===== config.mk =====
export PLATFORM = sky130hd
export DESIGN_NAME = topk_component_sweep
export DESIGN_NICKNAME = d
export VERILOG_FILES = /design/src/rtl/day08_pkg.sv /design/src/rtl/topk_slot_array.sv /design/src/rtl/topk_component_sweep.sv
export SDC_FILE = /design/constraint.sdc
export NUM_CORES = 1
export LEC_CHECK = 0
export CORE_UTILIZATION = 38
export CTS_CLUSTER_SIZE = 14
export DETAILED_ROUTE_END_ITERATION = 10
export SLEW_MARGIN = 15
export SYNTH_ARGS = -nofsm -noshare
export SYNTH_HDL_FRONTEND = slang
export SYNTH_SLANG_ARGS = --single-unit

===== constraint.sdc =====
create_clock -name clk -period 7.5 [get_ports clk]
set_input_delay 1.875 -clock clk [delete_from_list [all_inputs] [get_ports clk]]
set_output_delay 1.875 -clock clk [all_outputs]
set_load 0.05 [all_outputs]

===== src/rtl/day08_pkg.sv =====
// Shared types for the top-k component sweep: FSM state encoding and ranked-slot record.
// The slot_t field widths track the default sweep sizing (MAX_NODE_COUNT = 1000).
package day08_pkg;

  localparam int SLOT_SIZE_W = 10;
  localparam int SLOT_ROOT_W = 10;

  typedef enum logic [2:0] {
    ST_IDLE    = 3'd0,
    ST_SWEEP   = 3'd1,
    ST_DRAIN   = 3'd2,
    ST_PRODUCT = 3'd3,
    ST_DONE    = 3'd4
  } state_e;

  typedef struct packed {
    logic [SLOT_SIZE_W-1:0] size;
    logic [SLOT_ROOT_W-1:0] root;
    logic                   valid;
  } slot_t;

endpackage


===== src/rtl/topk_slot_array.sv =====
// Registered ranked slots, largest size first; a new root lands above the first smaller
// or empty slot and everything below moves down one place, so equal sizes keep arrival order.
module topk_slot_array
  import day08_pkg::*;
#(
  parameter int TOP_N           = 3,
  parameter int SIZE_BIT_WIDTH  = SLOT_SIZE_W,
  parameter int INDEX_BIT_WIDTH = SLOT_ROOT_W
) (
  input  logic                       clk,
  input  logic                       rst_n,
  input  logic                       clear,
  input  logic                       insert,
  input  logic [SIZE_BIT_WIDTH-1:0]  ins_size,
  input  logic [INDEX_BIT_WIDTH-1:0] ins_root,
  output slot_t [TOP_N-1:0]          slots
);

  slot_t [TOP_N-1:0] slots_q, slots_d;
  slot_t             new_slot;
  logic [TOP_N-1:0]  hit;
  logic              above;

  always_comb begin
    new_slot.size  = SLOT_SIZE_W'(ins_size);
    new_slot.root  = SLOT_ROOT_W'(ins_root);
    new_slot.valid = 1'b1;
    for (int i = 0; i < TOP_N; i++) begin
      hit[i] = !slots_q[i].valid || (slots_q[i].size < new_slot.size);
    end
    above   = 1'b0;
    slots_d = slots_q;
    if (clear) begin
      slots_d = '0;
    end else if (insert) begin
      if (hit[0]) slots_d[0] = new_slot;
      above = hit[0];
      for (int i = 1; i < TOP_N; i++) begin
        if (above) begin
          slots_d[i] = slots_q[i-1];
        end else if (hit[i]) begin
          slots_d[i] = new_slot;
        end
        above = above | hit[i];
      end
    end
  end

  always_ff @(posedge clk or negedge rst_n) begin
    if (!rst_n) slots_q <= '0;
    else        slots_q <= slots_d;
  end

  assign slots = slots_q;

endmodule


===== src/rtl/topk_component_sweep.sv =====
// Sweeps union-find nodes 0..N-1, ranks the TOP_N largest root components and multiplies them.
// Optional root counter enabled by defining TOPK_COMPONENT_COUNT_EN; otherwise component_count is 0.
//
// state   | meaning
// IDLE    | waiting for start, results from last sweep held
// SWEEP   | issuing one read per cycle for index 0..N-1
// DRAIN   | reads done, collecting remaining responses
// PRODUCT | one multiply per slot, TOP_N cycles
// DONE    | out_valid high until out_ready
module topk_component_sweep
  import day08_pkg::*;
#(
  parameter  int MAX_NODE_COUNT    = 1000,
  localparam int INDEX_BIT_WIDTH   = $clog2(MAX_NODE_COUNT),
  parameter  int SIZE_BIT_WIDTH    = $clog2(MAX_NODE_COUNT + 1),
  parameter  int TOP_N             = 3,
  localparam int PRODUCT_BIT_WIDTH = SIZE_BIT_WIDTH * TOP_N,
  parameter  int READ_LATENCY      = 1
) (
  input  logic                                    clk,
  input  logic                                    rst_n,
  input  logic                                    start,
  output logic                                    start_ready,
  input  logic [INDEX_BIT_WIDTH:0]                node_count,
  output logic                                    rd_valid,
  output logic [INDEX_BIT_WIDTH-1:0]              rd_index,
  input  logic                                    rsp_valid,
  input  logic                                    rsp_is_root,
  input  logic [SIZE_BIT_WIDTH-1:0]               rsp_size,
  output logic                                    out_valid,
  input  logic                                    out_ready,
  output logic [TOP_N-1:0][SIZE_BIT_WIDTH-1:0]    top_sizes,
  output logic [TOP_N-1:0][INDEX_BIT_WIDTH-1:0]   top_roots,
  output logic [TOP_N-1:0]                        top_slot_valid,
  output logic [PRODUCT_BIT_WIDTH-1:0]            top_product,
  output logic [INDEX_BIT_WIDTH:0]                component_count
);

  localparam int                   PIDX_W   = (TOP_N > 1) ? $clog2(TOP_N) : 1;
  localparam logic [INDEX_BIT_WIDTH:0] MAX_N    = (INDEX_BIT_WIDTH+1)'(MAX_NODE_COUNT);
  localparam logic [INDEX_BIT_WIDTH:0] CNT_ONE  = (INDEX_BIT_WIDTH+1)'(1);
  localparam bit                   ZERO_LAT = (READ_LATENCY == 0);

  state_e                          state_q, state_d;
  logic [INDEX_BIT_WIDTH:0]        n_q, n_d, rd_cnt_q, rd_cnt_d, rsp_cnt_q, rsp_cnt_d;
  logic [PIDX_W-1:0]               pidx_q, pidx_d;
  logic [PRODUCT_BIT_WIDTH-1:0]    acc_q, acc_d, product_q, product_d;
  logic [INDEX_BIT_WIDTH:0]        n_clamped;
  logic                            accept, in_sweep, rsp_take, rsp_last, rd_last;
  logic                            slot_insert, sel_valid;
  logic [SLOT_SIZE_W-1:0]          sel_size;
  slot_t [TOP_N-1:0]               slots;

  assign accept      = start && (state_q == ST_IDLE);
  assign n_clamped   = (node_count > MAX_N) ? MAX_N : node_count;
  assign in_sweep    = (state_q == ST_SWEEP) || (state_q == ST_DRAIN);
  assign rsp_take    = rsp_valid && in_sweep;
  assign rsp_last    = rsp_take && (rsp_cnt_q == n_q - CNT_ONE);
  assign rd_last     = (state_q == ST_SWEEP) && (rd_cnt_q == n_q - CNT_ONE);
  assign slot_insert = rsp_take && rsp_is_root;

  topk_slot_array #(
    .TOP_N           (TOP_N),
    .SIZE_BIT_WIDTH  (SIZE_BIT_WIDTH),
    .INDEX_BIT_WIDTH (INDEX_BIT_WIDTH)
  ) u_slots (
    .clk      (clk),
    .rst_n    (rst_n),
    .clear    (accept),
    .insert   (slot_insert),
    .ins_size (rsp_size),
    .ins_root (rd_index_of_rsp()),
    .slots    (slots)
  );

  // Root index of a response is its position in the in-order response stream.
  function automatic logic [INDEX_BIT_WIDTH-1:0] rd_index_of_rsp();
    return rsp_cnt_q[INDEX_BIT_WIDTH-1:0];
  endfunction

  always_comb begin
    sel_size  = '0;
    sel_valid = 1'b0;
    for (int i = 0; i < TOP_N; i++) begin
      if (pidx_q == PIDX_W'(i)) begin
        sel_size  = slots[i].size;
        sel_valid = slots[i].valid;
      end
    end
  end

  always_comb begin
    state_d   = state_q;
    n_d       = n_q;
    rd_cnt_d  = rd_cnt_q;
    rsp_cnt_d = rsp_take ? rsp_cnt_q + CNT_ONE : rsp_cnt_q;
    pidx_d    = pidx_q;
    acc_d     = acc_q;
    product_d = product_q;
    case (state_q)
      ST_IDLE: begin
        if (accept) begin
          n_d       = n_clamped;
          rd_cnt_d  = '0;
          rsp_cnt_d = '0;
          pidx_d    = '0;
          acc_d     = PRODUCT_BIT_WIDTH'(1);
          product_d = '0;
          state_d   = (n_clamped == '0) ? ST_PRODUCT : ST_SWEEP;
        end
      end
      ST_SWEEP: begin
        rd_cnt_d = rd_cnt_q + CNT_ONE;
        if (rd_last) state_d = (ZERO_LAT && rsp_last) ? ST_PRODUCT : ST_DRAIN;
      end
      ST_DRAIN: begin
        if (rsp_last) state_d = ST_PRODUCT;
      end
      ST_PRODUCT: begin
        if (sel_valid) acc_d = acc_q * PRODUCT_BIT_WIDTH'(sel_size);
        pidx_d = pidx_q + PIDX_W'(1);
        if (pidx_q == PIDX_W'(TOP_N - 1)) begin
          product_d = slots[0].valid ? acc_d : '0;
          state_d   = ST_DONE;
        end
      end
      ST_DONE: begin
        if (out_ready) state_d = ST_IDLE;
      end
      default: state_d = ST_IDLE;
    endcase
  end

  always_ff @(posedge clk or negedge rst_n) begin
    if (!rst_n) begin
      state_q   <= ST_IDLE;
      n_q       <= '0;
      rd_cnt_q  <= '0;
      rsp_cnt_q <= '0;
      pidx_q    <= '0;
      acc_q     <= '0;
      product_q <= '0;
    end else begin
      state_q   <= state_d;
      n_q       <= n_d;
      rd_cnt_q  <= rd_cnt_d;
      rsp_cnt_q <= rsp_cnt_d;
      pidx_q    <= pidx_d;
      acc_q     <= acc_d;
      product_q <= product_d;
    end
  end

`ifdef TOPK_COMPONENT_COUNT_EN
  logic [INDEX_BIT_WIDTH:0] count_q, count_d;

  always_comb begin
    count_d = count_q;
    if (accept)           count_d = '0;
    else if (slot_insert) count_d = count_q + CNT_ONE;
  end

  always_ff @(posedge clk or negedge rst_n) begin
    if (!rst_n) count_q <= '0;
    else        count_q <= count_d;
  end

  assign component_count = count_q;
`else
  assign component_count = '0;
`endif

  always_comb begin
    for (int i = 0; i < TOP_N; i++) begin
      top_sizes[i]      = SIZE_BIT_WIDTH'(slots[i].size);
      top_roots[i]      = INDEX_BIT_WIDTH'(slots[i].root);
      top_slot_valid[i] = slots[i].valid;
    end
  end

  assign start_ready = (state_q == ST_IDLE);
  assign out_valid   = (state_q == ST_DONE);
  assign rd_valid    = (state_q == ST_SWEEP);
  assign rd_index    = rd_cnt_q[INDEX_BIT_WIDTH-1:0];
  assign top_product = product_q;

endmodule


# --- Word level (Yosys, flattened, before mapping) ---
# Cells that the tools add are included.
# Widths: inputs -> output; s select.
word_totals:
  ff_bits: 161
  inputBits: 27
  out_inout_bits: 117
  elab_cells: 103
classes:
  add_sub_neg: 4
  multipliers: 1
  magnitude_cmp: 4
  n_eq_ne: 13
  mux: 35
  bitwise_logic: 1
  reduce_logical: 29
ops:
  columns: ["operator", "count"]
  rows:
  - ["$mux 30", 5]
  - ["$mux 63", 2]
  - ["$pmux 30 s2", 2]
  - ["$mux 21", 5]
  - ["$mux 11", 5]
  - ["$lt 10x10->1", 3]
  - ["$mul 30x10->30", 1]
  - ["$mux 10", 3]
  - ["$add 11x1->11 const B", 2]
  - ["$eq 11x11->1", 2]
  - ["$pmux 11 s2", 1]
  - ["$mux 3", 5]
  - ["$pmux 3 s5", 1]
  - ["$reduce_and 2->1", 6]
  - ["$gt 11x10->1 const B", 1]
  - ["$logic_not 11->1", 1]
  - ["$sub 11x1->11 const B", 1]
  - ["$reduce_bool 2->1", 4]
  - ["$eq 3x2->1 const B", 2]
  - ["$ne 2x1->1 const B", 3]
  - ["$reduce_bool 3->1", 2]
  - ["$logic_and 1x1->1", 5]
  - ["$reduce_and 5->1", 1]
  - ["$logic_or 1x1->1", 4]
  - ["14 further kinds", 20]

# --- Longest topological paths before layout ---
# Gate-level depths: netlist of run 1.
depth:
  word_depth: 9
  ltp_mapped: 29

# --- Modules after synthesis ---
# Synthesis of run 1 repeated with hierarchy kept, for this count alone.
hier_totals:
  cells_unflattened: 1825
  hier_area_um2: 16203.0
by_module_without_submodules:
  columns: ["mod", "instances", "cells_per_inst", "area_per_inst_um2", "seq_area_each_um2"]
  rows:
  - ["topk_component_sweep", 1, 1409, 12470.7, 2452.4]
  - ["topk_slot_array", 1, 416, 3732.3, 1576.5]

# --- Least setup slack after synthesis of run 1 ---
# No wires, ideal clock.
synth_timing:
  kind: "reg-to-reg"
  startpoint: "reg pidx_q[0]"
  endpoint: "reg product_q[29], in the netlist top_product[29]"
  setup_time_ps: 71
  arrival_ps: 6394
  t_required_ps: 7429
  setup_slack_ps: 1036
  path_stages_with_launch: 28
  path_buffers: 3
  cell_sequence: "dfrtp_1 -> ha_1 -> buf_4 -> and3b_1 -> a21oi_1 -> o21ai_1 -> clkbuf_1 -> clkbuf_1 -> nand2_1 -> fa_1 -> inv_1 -> fa_1 -> inv_1 -> fa_1 -> inv_1 -> fa_1 -> inv_1 -> fa_1 -> inv_1 -> ha_1 -> o21a_1 -> and4_1 -> o21ai_2 -> o31ai_2 -> a41oi_1 -> o21ba_2 -> or3_1 -> nand4_1"
synth_via:
  elab_chain_len: 9
  word_cells_on_any_way: 16
  classes_between: "mul: 1; eq/ne: 3; mux: 10; reduce/logical: 2"
synth_lines:
  columns: ["element", "line_no", "source"]
  rows:
  - ["start, declared", "topk_component_sweep.sv:46", "logic [PIDX_W-1:0] pidx_q, pidx_d;"]
  - ["start signal, assigned", "topk_component_sweep.sv:148", "pidx_q <= pidx_d;"]
  - ["$logic_not 2->1", "topk_component_sweep.sv:85", "if (pidx_q == PIDX_W'(i)) begin"]
  - ["$mux 10 (3 in a row)", "topk_component_sweep.sv:85", null]
  - ["$mul 30x10->30", "topk_component_sweep.sv:120", "if (sel_valid) acc_d = acc_q * PRODUCT_BIT_WIDTH'(sel_size);"]
  - ["$mux 30", "topk_component_sweep.sv:120", null]
  - ["$mux 30", "topk_component_sweep.sv:123", "product_d = slots[0].valid ? acc_d : '0;"]
  - ["$mux 30", "topk_component_sweep.sv:122", "if (pidx_q == PIDX_W'(TOP_N - 1)) begin"]
  - ["$pmux 30 s2", "topk_component_sweep.sv:100", "case (state_q)"]
  - ["end signal, assigned", "topk_component_sweep.sv:150", "product_q <= product_d;"]
  - ["end, declared", "topk_component_sweep.sv:47", "logic [PRODUCT_BIT_WIDTH-1:0] acc_q, acc_d, product_q, product_d;"]
# Several ways; a longest one is shown, not always the timed one. The select of a mux whose other input is x is not followed.
# A chain may end at the register's enable or synchronous reset.

# --- Final worst setup path of run 1 ---
layout_timing:
  startpoint: "reg pidx_q[0]"
  endpoint: "reg product_q[28], in the netlist top_product[28]"
# Same word-level chain as after synthesis.

==> metrics.cfg, run 1 <==
[outcome]
outcome=completed

[critical_path]
slowest_stage=fa_1
timing.critical_path.arrival_ps=7280
critical_path_class=flop to flop
reg2reg_slack_ps=560
timing.critical_path.from_type=flop
worst_path_most_repeated_cell=fa_1
worst-path-max-fanout=25
required_ps=7840
setup.worst_path.start=pidx_q[0]
crit-reg2reg-capture=top_product[28]
r2r_cells=24
worstReg2RegStart=pidx_q[0]
path_cells=inv_1 > ha_1 > buf_4 > nand2_1 > o21ai_1 > buf_4 > and2_1 > fa_1 > fa_1 > fa_1 > fa_1 > inv_1 > fa_1 > inv_1 > ha_1 > and4_1 > and3_1 > a21oi_1 > o21ai_1 > a41oi_2 > o21ai_1 > a31oi_1 > mux2i_1 > o211ai_1
endpoint_kind=flop
crit_path_end=top_product[28]
max_stage_delay_ps=580

[cells_and_area]
drive_above_1_share_pct=4.45
layout.area.seq_sq_um=4030
number_of_antenna_cells_inserted=0
final.fill_count=4092
multiInputGateArea_sq_um=10800
layout.cell_area.non_filler_sq_um=18400
stdcell_count=2383
nNetsFinal=2117
area_growth_from_synthesis_to_layout_pct=13.9

[power]
cell_pwr_density_nw_per_um2=382
p_sw_uw=3840
share_seq_of_total_power_pct=23.4
combPwrFrac_pct=63.5
worst_ir_drop_vdd_uv=266
sw_frac_of_total_pct=54.7
leakage_uw=0.00922
internal-power_uw=3180
clock_power_share_pct=13.1

[timing]
fin_setup_tns_ps=0
timing_worst_slew_pin_value_ps=990
final_min_period_over_clock_period_pct=92.5
final_max_slew_violation_count=0
report.final.hold_viol_count=0
max_slew_margin_pct=34.0
finalSetupViolCount=0
grt_setup_unrepaired=no
fmax_ghz=0.144
skew_ps=14.3
finalWorstPathRequiredPeriod_ps=6940

[global_route]
globalRouteOverflowTotal=0
grtUsageTotal_pct=22.2
first_global_vias=13400
wire_length_of_the_first_global_routing_pass_um=74900
number_of_antenna_violations_at_the_first_check_in_global_routing=0
grt_start_max_net_pins=98

[clock_tree]
clock_sinks=161
cts_made_buffers=17
clk_transition_reported_paths_ps=80
tritoncts=done
post-cts-setup-buffer-count=0
cts_max_path_buffers=2
root_buffer=clkbuf_16
htree_num_levels=4
worst_skew_pair.late_latency_ps=470

[detailed_routing]
drt_first_iter_violations=772
wire_per_inst_um=19.2
drt_pre_antenna_iters=5
totalWireLength_um=45800
drt-vias-per-instance=5.32
drt_drc_violations_left=0
num_vias=12700
route.antenna.remaining_nets=0

[die]
core_region_area_sq_um=41900
die_width_um=208
ios=144
floorplan.initialDensity_pct=38.5
floorplan.die_area_sq_um=43200
row_count=75
die_y_um=208

[min_path]
worstHoldStart=top_product[23]
hold_class=flop to flop

[place]
detailedPlacementHpwl_um=34000
place.detailed.instances=2351
port_buffers=132
dpl_cell_area_sq_um=17800
routabilityCongestion=0.902

[synthesis]
synth_cell_types=75
ys_seq_elements=161
postSynthAreaPerCell_sq_um=9.11
edff_count_synth=0
synth-warning-count=0
ys.flop_type=dfrtp_1
mappedNetlistArea_sq_um=16100
async_reset_ff_share_pct=100
synthCells=1770
synth-seq-area-share_pct=25.0

[job]
cap_viol_max_count=0

registers in the layout, summed over array words and instances, names as in the netlist:
name           count
acc_q             30
n_q               11
pidx_q             2
rd_cnt_q          11
rsp_cnt_q         11
state_q            3
top_product       30
u_slots.slots     63
power by group through the flow:
stage               Clock [uW]  Sequential, uW  Combinational (uW)
floorplan                    0            1770                2900
global placement             0            1660                4370
detailed placement           0            1660                4450
CTS                        943            1650                4490
global route               969            1700                4940
finish                     919            1650                4460
metrics by stage:
stage	util, %	setup WS, ps	total power [uW]	hold slack (ps)
final	43.9	561	7020	486
after global routing	43.9	165	7600	512
after CTS	43.9	457	7080	491
after detailed placement	42.4	509	6120	473
after global placement	42.4	649	6030	473
after floorplan	-	1040	4670	471
synthesized netlist by cell type, drive strengths merged (3+ instances only):
cell type	number	area (sq um)
nand2	265	997
inv	205	769
fa	182	3640
dfrtp	161	4030
and2	136	851
clkbuf	89	335
o21ai	86	453
ha	77	963
a21o	55	413
nor2	49	184
xnor2	48	428
a21oi	47	235
nand3	47	235
mux2i	43	430
buf	38	268
nor3	34	170
xor2	25	219
o2bb2ai	20	175
a22o	19	166
o31ai	13	103
nand4	11	68.8
a31oi	10	62.6
and3	10	62.6
o21a	10	75.1
or3	10	62.6
and3b	9	78.8
nand2b	7	43.8
nor4	7	58.8
a211oi	6	45.0
a22oi	6	45.0
o211ai	5	37.5
a2111oi	3	26.3
cell families (layout without fill, tap and decap cells):
group	after synthesis	count (layout)	share of synthesized area, %
simple gates	596	596	18.0
buf+inv	333	397	8.54
compound gates	301	301	12.7
fa+ha+maj	259	259	28.6
flops	161	161	25.0
xor+xnor	76	76	4.44
mux	43	43	2.67
other cells	1	11	0.0233
routing by layer:
layer / global-route usage [%] / vias to the layer above / routed length, um
met3: 3.59 / 78 / 2390
met5: 0 / - / 0
met2: 36.7 / 351 / 22000
met1: 29.3 / 6402 / 20200
li1: - / 5848 / -
met4: 8.12 / 0 / 1250
area by class of cell:
type                            count  area share (%)
Multi-Input combinational cell   1286            58.6
Sequential cell                   161            21.9
Timing Repair Buffer              159            8.30
Inverter                          206            4.21
Tap cell                          539            3.67
Clock buffer                       17            2.32
Clock inverter                     15           0.947
timing repair:
| item | 4_1_cts | 5_1_grt |
|---|---|---|
| gates resized for setup | 0 | 1 |
| endpoints found under the setup margin | 0 | 1 |
| hold buffers | 0 | 0 |
| hold endpoints to repair | 0 | 0 |
cell usage in the layout, fill, tap and decap left out, drive strengths merged, types with 49 or more instances in the layout:
master	n
and2	136
dfrtp	161
a21o	55
nand2	265
clkdlybuf4s50	131
nor2	49
inv	215
ha	77
o21ai	86
fa	182
how the worst min path moves through the flow:
stage | cells past startpoint | end | slack, ps
6_report | 2 | top_product[23] | 490
5_1_grt | 1 | u_slots.slots[51] | 510
4_1_cts | 2 | top_product[23] | 490
3_5_place_dp | 1 | u_slots.slots[51] | 470
3_3_place_gp | 2 | top_product[11] | 470
2_1_floorplan | 2 | top_product[17] | 470
worst max-delay path, delay by kind of cell, from the launching register on:
family,cells,cell delay (ps)
adder cells (fa/ha/maj),7,3280
AND/OR/NAND/NOR,4,740
flip-flops,1,420
buffers and inverters,5,860
AO/OA/AOI/OAI,7,1260
multiplexers,1,230
(Power assumes the default switching activity.)
==> inputs of run 2 (changes only) <==
--- a/config.mk
+++ b/config.mk
@@ -5,10 +5,11 @@
 export SDC_FILE = /design/constraint.sdc
 export NUM_CORES = 1
 export LEC_CHECK = 0
-export CORE_UTILIZATION = 38
+export CORE_UTILIZATION = 25
 export CTS_CLUSTER_SIZE = 14
 export DETAILED_ROUTE_END_ITERATION = 10
-export SLEW_MARGIN = 15
+export SLEW_MARGIN = 20
 export SYNTH_ARGS = -nofsm -noshare
 export SYNTH_HDL_FRONTEND = slang
+export SYNTH_HIERARCHICAL = 1
 export SYNTH_SLANG_ARGS = --single-unit
==> metrics.cfg, run 2 <==
[outcome]
outcome=completed

[die]
ios=144  ; unchanged
die_width_um=257  ; +23%
floorplan.die_area_sq_um=65800  ; +52%
core_region_area_sq_um=63500  ; +52%
die_y_um=257  ; +23%
row_count=92  ; +23%
floorplan.initialDensity_pct=25.5  ; -13 points

[synthesis]
synth_xor_area_share_pct=4.08  ; -0.35 points
synth.area.mux_share_pct=0.680  ; -2.0 points
edff_count_synth=0  ; unchanged
postSynthAreaPerCell_sq_um=8.88  ; -2.5%
synthCells=1825  ; +3.1%
ys_seq_elements=161  ; unchanged
yosys.cell_count.top_type=nand2_1
ys.flop_type=dfrtp_1
synth_cell_types=65  ; -13%
async_reset_ff_share_pct=100  ; unchanged
synth-simple-area-share_pct=18.0  ; about the same
synth-warning-count=6  ; +6
synthDominantAreaCellType=dfrtp_1
mappedNetlistArea_sq_um=16200  ; +0.51%
post_synthesis_adder_cell_area_fraction_pct=28.4  ; -0.15 points
synth_compound_gate_area_share_pct=15.1  ; +2.4 points
synth_top_area_share_pct=24.9  ; -0.13 points
synth-seq-area-share_pct=24.9  ; -0.13 points
synth.cells.most_frequent=nand2_1, inv_1, fa_1
synth.top_cells.by_area=dfrtp_1, fa_1, nand2_1, ha_1, and2_1
dominant_combinational_cell_family_by_area_after_synthesis=adder cells

[detailed_routing]
drt-vias-per-instance=4.85  ; -8.8%
totalWireLength_um=48600  ; +6.2%
drt_drc_violations_left=0  ; unchanged
drt_first_iter_violations=730  ; -5.4%
route.antenna.remaining_nets=0  ; unchanged
wire_per_inst_um=17.7  ; -7.8%
drt_pre_antenna_iters=5  ; unchanged
num_vias=13300  ; +5.0%

[clock_tree]
cts_max_path_buffers=2  ; unchanged
worst_skew_pair.late_latency_ps=470  ; about the same
cts_made_buffers=17  ; unchanged
root_buffer=clkbuf_16
htree_num_levels=4  ; unchanged
clk_transition_reported_paths_ps=80  ; about the same
clock_sinks=161  ; unchanged
tritoncts=done

[cells_and_area]
mostFrequentLayoutCell=nand2_1
final.fill_count=6708  ; +64%
nNetsFinal=2172  ; +2.6%
number_of_antenna_cells_inserted=0  ; unchanged
finish.utilization_pct=29.8  ; -14 points
mostFrequentLayoutCells=nand2_1, inv_1, fa_1
drive_above_1_share_pct=5.32  ; +0.87 points
largest_register_ffs=63  ; unchanged
area_growth_from_synthesis_to_layout_pct=17.1

[timing]
finalWorstPathRequiredPeriod_ps=7060  ; +125 ps
final_max_slew_violation_count=0  ; unchanged
timing_worst_slew_pin_value_ps=1030  ; +35.0 ps
finalSetupViolCount=0  ; unchanged
grt_setup_unrepaired=no
skew_ps=18.3  ; +4.01 ps
report.final.hold_viol_count=0  ; unchanged
fmax_ghz=0.142  ; -1.8%
final_min_period_over_clock_period_pct=94.2  ; +1.7 points
max_slew_margin_pct=31.6  ; -2.3 points
fin_setup_tns_ps=0  ; unchanged

[global_route]
wire_length_of_the_first_global_routing_pass_um=79800  ; +6.5%
number_of_antenna_violations_at_the_first_check_in_global_routing=1  ; +1
globalRouteOverflowTotal=0  ; unchanged
grt_start_max_net_pins=101  ; +3.1%
first_global_vias=14000  ; +4.9%
grtUsageTotal_pct=15.3  ; -6.9 points

[critical_path]
critical_path.n_buffers_inverters=5  ; unchanged
critical_path.top_delay_family=adder cells
worst_path_most_repeated_cell=fa_1
slowest_stage=fa_1
required_ps=7850  ; about the same
max_stage_delay_ps=560  ; -20 ps
timing.critical_path.arrival_ps=7410  ; +130 ps
endpoint_kind=flop
critical_path_class=flop to flop
path_cells=inv_1 > ha_1 > and3b_1 > a21oi_1 > o21ai_4 > buf_4 > nand2_1 > fa_1 > inv_1 > fa_1 > fa_1 > fa_1 > inv_1 > fa_1 > inv_1 > ha_1 > a21o_1 > a21oi_1 > o21ai_0 > a221o_1 > o211ai_2 > a21oi_2 > or3_1 > a32o_1
worst-path-max-fanout=18  ; -28%
timing.critical_path.from_type=flop

[place]
port_buffers=132  ; unchanged
detailedPlacementHpwl_um=36400  ; +7.1%
routabilityCongestion=0.914  ; +1.4%

[job]
cap_viol_max_count=0  ; unchanged

[min_path]
hold_class=flop to flop

[run 2: cell types whose count changed after synthesis, moves of 14 or more]
cell / previous run / this run
o2bb2ai_1: 20 / 0
o221ai_1: 0 / 20
a21oi_1: 47 / 100
o21ai_1: 24 / 10
nand2_1: 264 / 290
inv_1: 204 / 224
a21o_1: 55 / 28
a311oi_2: 0 / 20
o21ai_0: 58 / 72
nor3_1: 34 / 7
mux2i_1: 43 / 11
[run 2: through the flow]
stage	hold slack (ps)	setup WS (ps)	std cells	instance area [sq um]
after floorplan	475	620	1835	16200
after global placement	465	500	2713	18300
after detailed placement	475	318	2713	18300
after CTS	490	272	2744	18900
after global routing	525	68.9	2744	19000
final	482	436	2744	19000
[run 2: what timing repair did]
| action | CTS | global route |
|---|---|---|
| endpoints found under the setup margin | 0 | 7 |
| hold buffers | 0 | 0 |
| gates resized for setup | 0 | 4 |
| buffers inserted | 0 | 0 |
[run 2: area by class of cell]
cell class              instances  area, sq um  share of cell area [%]
inverters                     226          848                    4.47
flip-flops and latches        161         4030                    21.2
clock inverters                13          179                   0.943
multi-input cells            1319        10900                    57.3
well taps                     846         1060                    5.58
clock buffers                  18          429                    2.26
repair buffers                161         1550                    8.19
[run 2: path summary, 6_finish.rpt]
check | from | end | slack [ps] | cells past startpoint
max | pidx_q[0] | acc_q[28] | 440 | 24
min | top_product[3] | top_product[3] | 480 | 2
max reg2reg | pidx_q[0] | acc_q[28] | 440 | 24
min reg2reg | top_product[3] | top_product[3] | 480 | 2
max in group asynchronous | rst_n | acc_q[7] | 4550 | 2
min in group asynchronous | rst_n | u_slots/slots[49] | 1490 | 1
[run 2: routing by layer]
metal / vias up / track usage, % / share of wire (%)
li1: 6058 / - / -
met5: - / 0 / 0
met2: 431 / 25.6 / 48
met3: 49 / 3.13 / 6.8
met1: 6771 / 20.2 / 43
met4: 0 / 3.69 / 1.6
[run 2: worst reg2reg max path: cells and delay by family, from the launching register on]
kind                       cells  cell delay (ps)
adders and majority gates      7             3340
AOI/OAI and AO/OA              9             1950
and+or+nand+nor                3              690
buffers and inverters          5              550
DFF                            1              410
[run 2: kinds of logic (layout without fill, tap and decap cells)]
family          Yosys count  after routing
mux                      11             11
simple gates            612            612
buf+inv                 355            418
other cells               1             11
fa+ha+maj               259            259
flops                   161            161
compound gates          352            352
xor+xnor                 74             74
Power of run 2 is left out: the tool's default activity adds up to more than one toggle a clock period on the data nets, which glitch-free logic cannot reach.
==> variant 1: new RTL, settings of run 2 <==
Build with the macro `TOPK_COMPONENT_COUNT_EN` defined.
--- a/src/rtl/topk_component_sweep.sv
+++ b/src/rtl/topk_component_sweep.sv
@@ -8,4 +8,6 @@
 // PRODUCT | one multiply per slot, TOP_N cycles
 // DONE    | out_valid high until out_ready
+`define TOPK_COMPONENT_COUNT_EN
+
 module topk_component_sweep
   import day08_pkg::*;
Function: changed (a bounded check fails within 4 cycles, from zero or initial values and one cycle with rst_n low).
==> variant 1 against run 2 <==
- critical path depth decreased by 1
- count of clock-buffer cells in the layout increased by 1
- core utilization decreased by 0.21 points
- via count increased by 3.6%
- cell area increased by 2.7%
- worst setup slack got worse by 0.041 ns
- global-route usage decreased by 0.16 points
- sequential cell count increased by 11
- die area increased by 2.5%
- clock skew decreased by 0.0034 ns
- routed wire length increased by 4.4%
- area after synthesis increased by 2.5%
- highest routed layer unchanged
==> variant 1: results (changes against run 2) <==
| Metric | Value |
|---|---|
| Int Pwr | approximately 3.4 mW |
| Ys Warns | 6 (unchanged) |
| Hold path depth | 2 (unchanged) |
| CTS H-tree lvls | 4 (unchanged) |
| Worst slack at placement | 0.298 ns (-0.0195 ns) |
| Storage cell area | 4300 um^2 (+6.8%) |
| Largest register FFs | 63 (unchanged) |
| Pleak | around 9 nW |
| Placed Area | 18900 um^2 (+3.1%) |
| Longest Clk Path Bufs | 2 (unchanged) |
| Gates resized, CTS repair | 0 (unchanged) |
| DR pass1 iterations | 5 (unchanged) |
| GP Congestion | 0.883 (-3.4%) |
| Initial antenna violation count | 1 (unchanged) |
| Clock buffers created by TritonCTS | 17 (unchanged) |
| IO buf count | 143 (+8.3%) |
| Post-Syn Instances | 1878 (+2.9%) |
| R2R Path End | top_product[21] |
| Initial DRC count | 1079 (+48%) |
| Top delay family on crit path | adder cells |
| Clock power frac | 0.119 |
| Worst path arrival time | 7.50 ns (+0.09 ns) |
| Hold slack | 0.494 ns (+0.0127 ns) |
| CTS Hold Bufs | 0 (unchanged) |
| Worst vdd ir | 280 uV |
| Vias in the first global route | 14112 (+0.63%) |
| Cells after DPL | 2795 (+3.0%) |
| Crit path max fanout | 22 (+4) |
| Ys async rst share | 1.00 (unchanged) |
| Skew final | 0.0149 ns (-0.00337 ns) |
| First-pass GRT wire length | 80300 um (+0.64%) |
| Prevailing post-synth register cell | dfrtp_1 |
| Avg Vias per Cell | 4.87 (+0.50%) |
| Sequential-to-total area share from yosys stat | 0.259 (+0.0104) |
| Tightest Pin Transition | 1.02 ns (-0.00869 ns) |
| Largest net degree at the start of global routing | 110 (+8.9%) |
| Fin worst setup slack | 0.395 ns (-0.0408 ns) |
| Hold Crit Start | top_product[0] |
| Commonest cells post-synth | 303 x nand2_1, 228 x inv_1, 182 x fa_1 |
| All-layer global routing usage | 0.152 (-0.00158) |
| Reg2Reg Depth | 23 (-4.2%) |
| Final Total Pwr | about 7.5 mW |
| Final std cells w/o fill | 2828 (+3.1%) |
| Beginning of the critical path | pidx_q[0] |
| CP max stage cell | o21ai_1 |
| Routed wire length | 50800 um (+4.4%) |
| Status | finished, final reports clean |
| Fillers | 6806 (+1.5%) |
| Nets | 2237 (+3.0%) |
| Top post-synthesis cells by area | dfrtp_1 26%, fa_1 22%, nand2_1 6.8% |
| Netlist cell types | 65 (unchanged) |
| Layout cells sized above 1 | 0.0560 (+0.00282) |
| CP peak stage delay | 0.55 ns |
| Hold Crit Endpoint | top_product[0] |
| Hold Path Class | reg -> reg |
| DP HPWL | 37900 um (+3.9%) |
| Worst reg2reg setup slack | 0.40 ns (-0.04 ns) |
| Gate power share | 0.643 |
## variant 1: cell types whose count changed after synthesis, sizes merged, moves of 8 or more
cell    delta
a22oi      +8
nand3b    -10
nand2     +13
nand3     +17
o21ai     +31
a22o      -12
xnor2      +9
dfrtp     +11
## variant 1: cell type report
| cell class | instances | share of cell area |
|---|---|---|
| multi-input cells | 1353 | 0.563 |
| flip-flops and latches | 172 | 0.221 |
| repair buffers | 178 | 0.0871 |
| well taps | 864 | 0.0555 |
| inverters | 228 | 0.0439 |
| clock buffers | 19 | 0.0222 |
| clock inverters | 13 | 0.00681 |
| diodes | 1 | 0.000128 |
## variant 1: routing by layer
metal,GRT usage,vias to the layer above,share of wire
met1,0.202,7013,0.44
li1,-,6262,-
met3,0.0279,60,0.062
met2,0.248,450,0.48
met4,0.0461,0,0.020
met5,0,-,0
## variant 1: cell families after synthesis
kind of cell / share of synthesized area
simple gates: 0.185
compound gates: 0.145
buf+inv: 0.0828
fa+ha+maj: 0.278
flops: 0.259
xor+xnor: 0.0448
mux: 0.00617
==> variant 2: new RTL, flow settings as in run 2 <==
Without the edit above. The 5 states of `state_e` get a Gray code encoding in 3 bits.
--- a/src/rtl/day08_pkg.sv
+++ b/src/rtl/day08_pkg.sv
@@ -7,9 +7,9 @@
 
   typedef enum logic [2:0] {
-    ST_IDLE    = 3'd0,
-    ST_SWEEP   = 3'd1,
-    ST_DRAIN   = 3'd2,
-    ST_PRODUCT = 3'd3,
-    ST_DONE    = 3'd4
+    ST_IDLE    = 3'b000,
+    ST_SWEEP   = 3'b001,
+    ST_DRAIN   = 3'b011,
+    ST_PRODUCT = 3'b010,
+    ST_DONE    = 3'b110
   } state_e;
 
Behaviour: no difference found for any inputs over 4 cycles, from zero or initial values and one cycle with rst_n low; so few cycles prove little.
==> variant 2 against run 2 <==
- routed wire length shrank 1.1%
- cell area is 0.22% higher
- area after synthesis is 0.76% higher
- sequential cell count unchanged
- worst setup slack better by 0.029 ns
- die area is 0.76% higher
- maximum frequency increased by 0.41%
- critical endpoint unchanged
- highest routed layer unchanged
==> variant 2: results (changes against run 2) <==
| Metric | Value |
|---|---|
| Grt met3 use | 0.0329 (+0.00155) |
| Via count | 13257 (-0.39%) |
| Routed WL per cell | 17.4 um (-1.7%) |
| First-pass GRT wire length | 78000 um (-2.2%) |
| Initial DRC count | 1020 (+40%) |
| Layout cells sized above 1 | 0.0629 (+0.00971) |
| Worst reg2reg setup slack | 0.46 ns (+0.03 ns) |
| Avg Vias per Cell | 4.80 (-1.0%) |
| Clock buffers created by TritonCTS | 17 (unchanged) |
| Post-Syn Instances | 1835 (+0.55%) |
| Crit path max fanout | 18 (unchanged) |
| Nets | 2180 (+0.37%) |
| Worst slew margin | 0.281 (-0.0354) |
| Gates resized, CTS repair | 0 (unchanged) |
| Worst path arrival time | 7.40 ns (about the same) |
| Post-CTS setup repair buffer count | 0 (unchanged) |
| Initial antenna violation count | 0 (-1) |
| Vias in the first global route | 13948 (-0.53%) |
| FF-to-FF Start | pidx_q[0] |
| Worst vdd ir | 235 uV |
| Worst skew pair latency | 0.47 ns (about the same) |
| Ys Warns | 6 (unchanged) |
| Largest net degree at the start of global routing | 111 (+9.9%) |
| Met3 routed WL | 3120 um (-6.0%) |
| Hold Crit Start | top_product[15] |
| Netlist cell types | 74 (+14%) |
| EDFF count, synth | 0 (unchanged) |
| Cells after DPL | 2727 (+0.52%) |
| All-layer global routing usage | 0.149 (-0.00450) |
| Top post-synthesis cells by area | dfrtp_1 25%, fa_1 22%, nand2_1 6.5% |
| CTS root buffer | clkbuf_16 |
| DP HPWL | 36300 um (-0.44%) |
| Worst slack at placement | 0.245 ns (-0.0730 ns) |
| Hold slack | 0.501 ns (+0.0198 ns) |
| CTS H-tree lvls | 4 (unchanged) |
| Hold Path Class | reg -> reg |
| Skew final | 0.0168 ns (-0.00150 ns) |
| Hold Crit Endpoint | top_product[15] |
| Met1 Resource Use GR | 0.192 (-0.00920) |
| DR pass1 iterations | 5 (unchanged) |
| GP Congestion | 0.873 (-4.6%) |
| IO buf count | 132 (unchanged) |
| Prevailing post-synth register cell | dfrtp_1 |
| Ys async rst share | 1.00 (unchanged) |
| Reg2Reg Depth | 25 (+4.2%) |
| Placed Area | 18400 um^2 (+0.12%) |
| Top delay family on crit path | adder cells |
| Routed metal-1 wirelength | 20600 um (-2.3%) |
| Ant. Diodes | 0 (unchanged) |
| R2R Path End | acc_q[28] |
| Sequential-to-total area share from yosys stat | 0.247 (-0.00189) |
| M2 GR Usage | 0.247 (-0.00884) |
| Status | finished, final reports clean |
| Met2 routed WL | 23400 um (-0.25%) |
| Commonest cells post-synth | 284 x nand2_1, 221 x inv_1, 182 x fa_1 |
[variant 2: changes by cell type in the layout (fill, tap and decap cells not counted), sizes merged, moves of 7 or more]
cell	delta
nand3	+16
nor2	+7
nor3	+7
nand3b	-9
and3b	+8
o21ai	+16
a21o	-11
[variant 2: worst max path at each step]
stage | endpoint | slack [ns] | cells past startpoint | startpoint
floorplan | top_product[24] | 0.97 | 27 | pidx_q[0]
global placement | acc_q[28] | 0.37 | 26 | pidx_q[1]
detailed placement | acc_q[28] | 0.24 | 26 | pidx_q[1]
CTS | acc_q[28] | 0.20 | 26 | pidx_q[1]
global route | acc_q[28] | 0.01 | 25 | pidx_q[0]
finish | acc_q[28] | 0.46 | 25 | pidx_q[0]
[variant 2: logic make-up after synthesis]
kind of cell | count (synthesis) | share of synthesized area
other cells | 1 | 0.000230
compound gates | 336 | 0.143
fa+ha+maj | 259 | 0.282
flops | 161 | 0.247
simple gates | 636 | 0.189
mux | 10 | 0.00628
xor+xnor | 77 | 0.0421
buf+inv | 355 | 0.0900
[variant 2: worst min-delay path: cells and delay by family, from the launching register on]
kind | cells | cell delay, ns
AND/OR/NAND/NOR | 1 | 0.05
AO/OA/AOI/OAI | 1 | 0.07
flip-flops | 1 | 0.35
[variant 2: power breakdown]
part	switching, mW	internal [mW]
combinational	3.44	1.93
sequential	0.541	1.17
clock	0.413	0.472
[variant 2: layout make-up]
| type | instances | area (um^2) |
|---|---|---|
| clock buffers | 20 | 447 |
| clock inverters | 12 | 123 |
| fillers | 6791 | 45500 |
| inverters | 222 | 833 |
| multi-input cells | 1329 | 10900 |
| flip-flops and latches | 161 | 4030 |
| well taps | 855 | 1070 |
| repair buffers | 163 | 1580 |
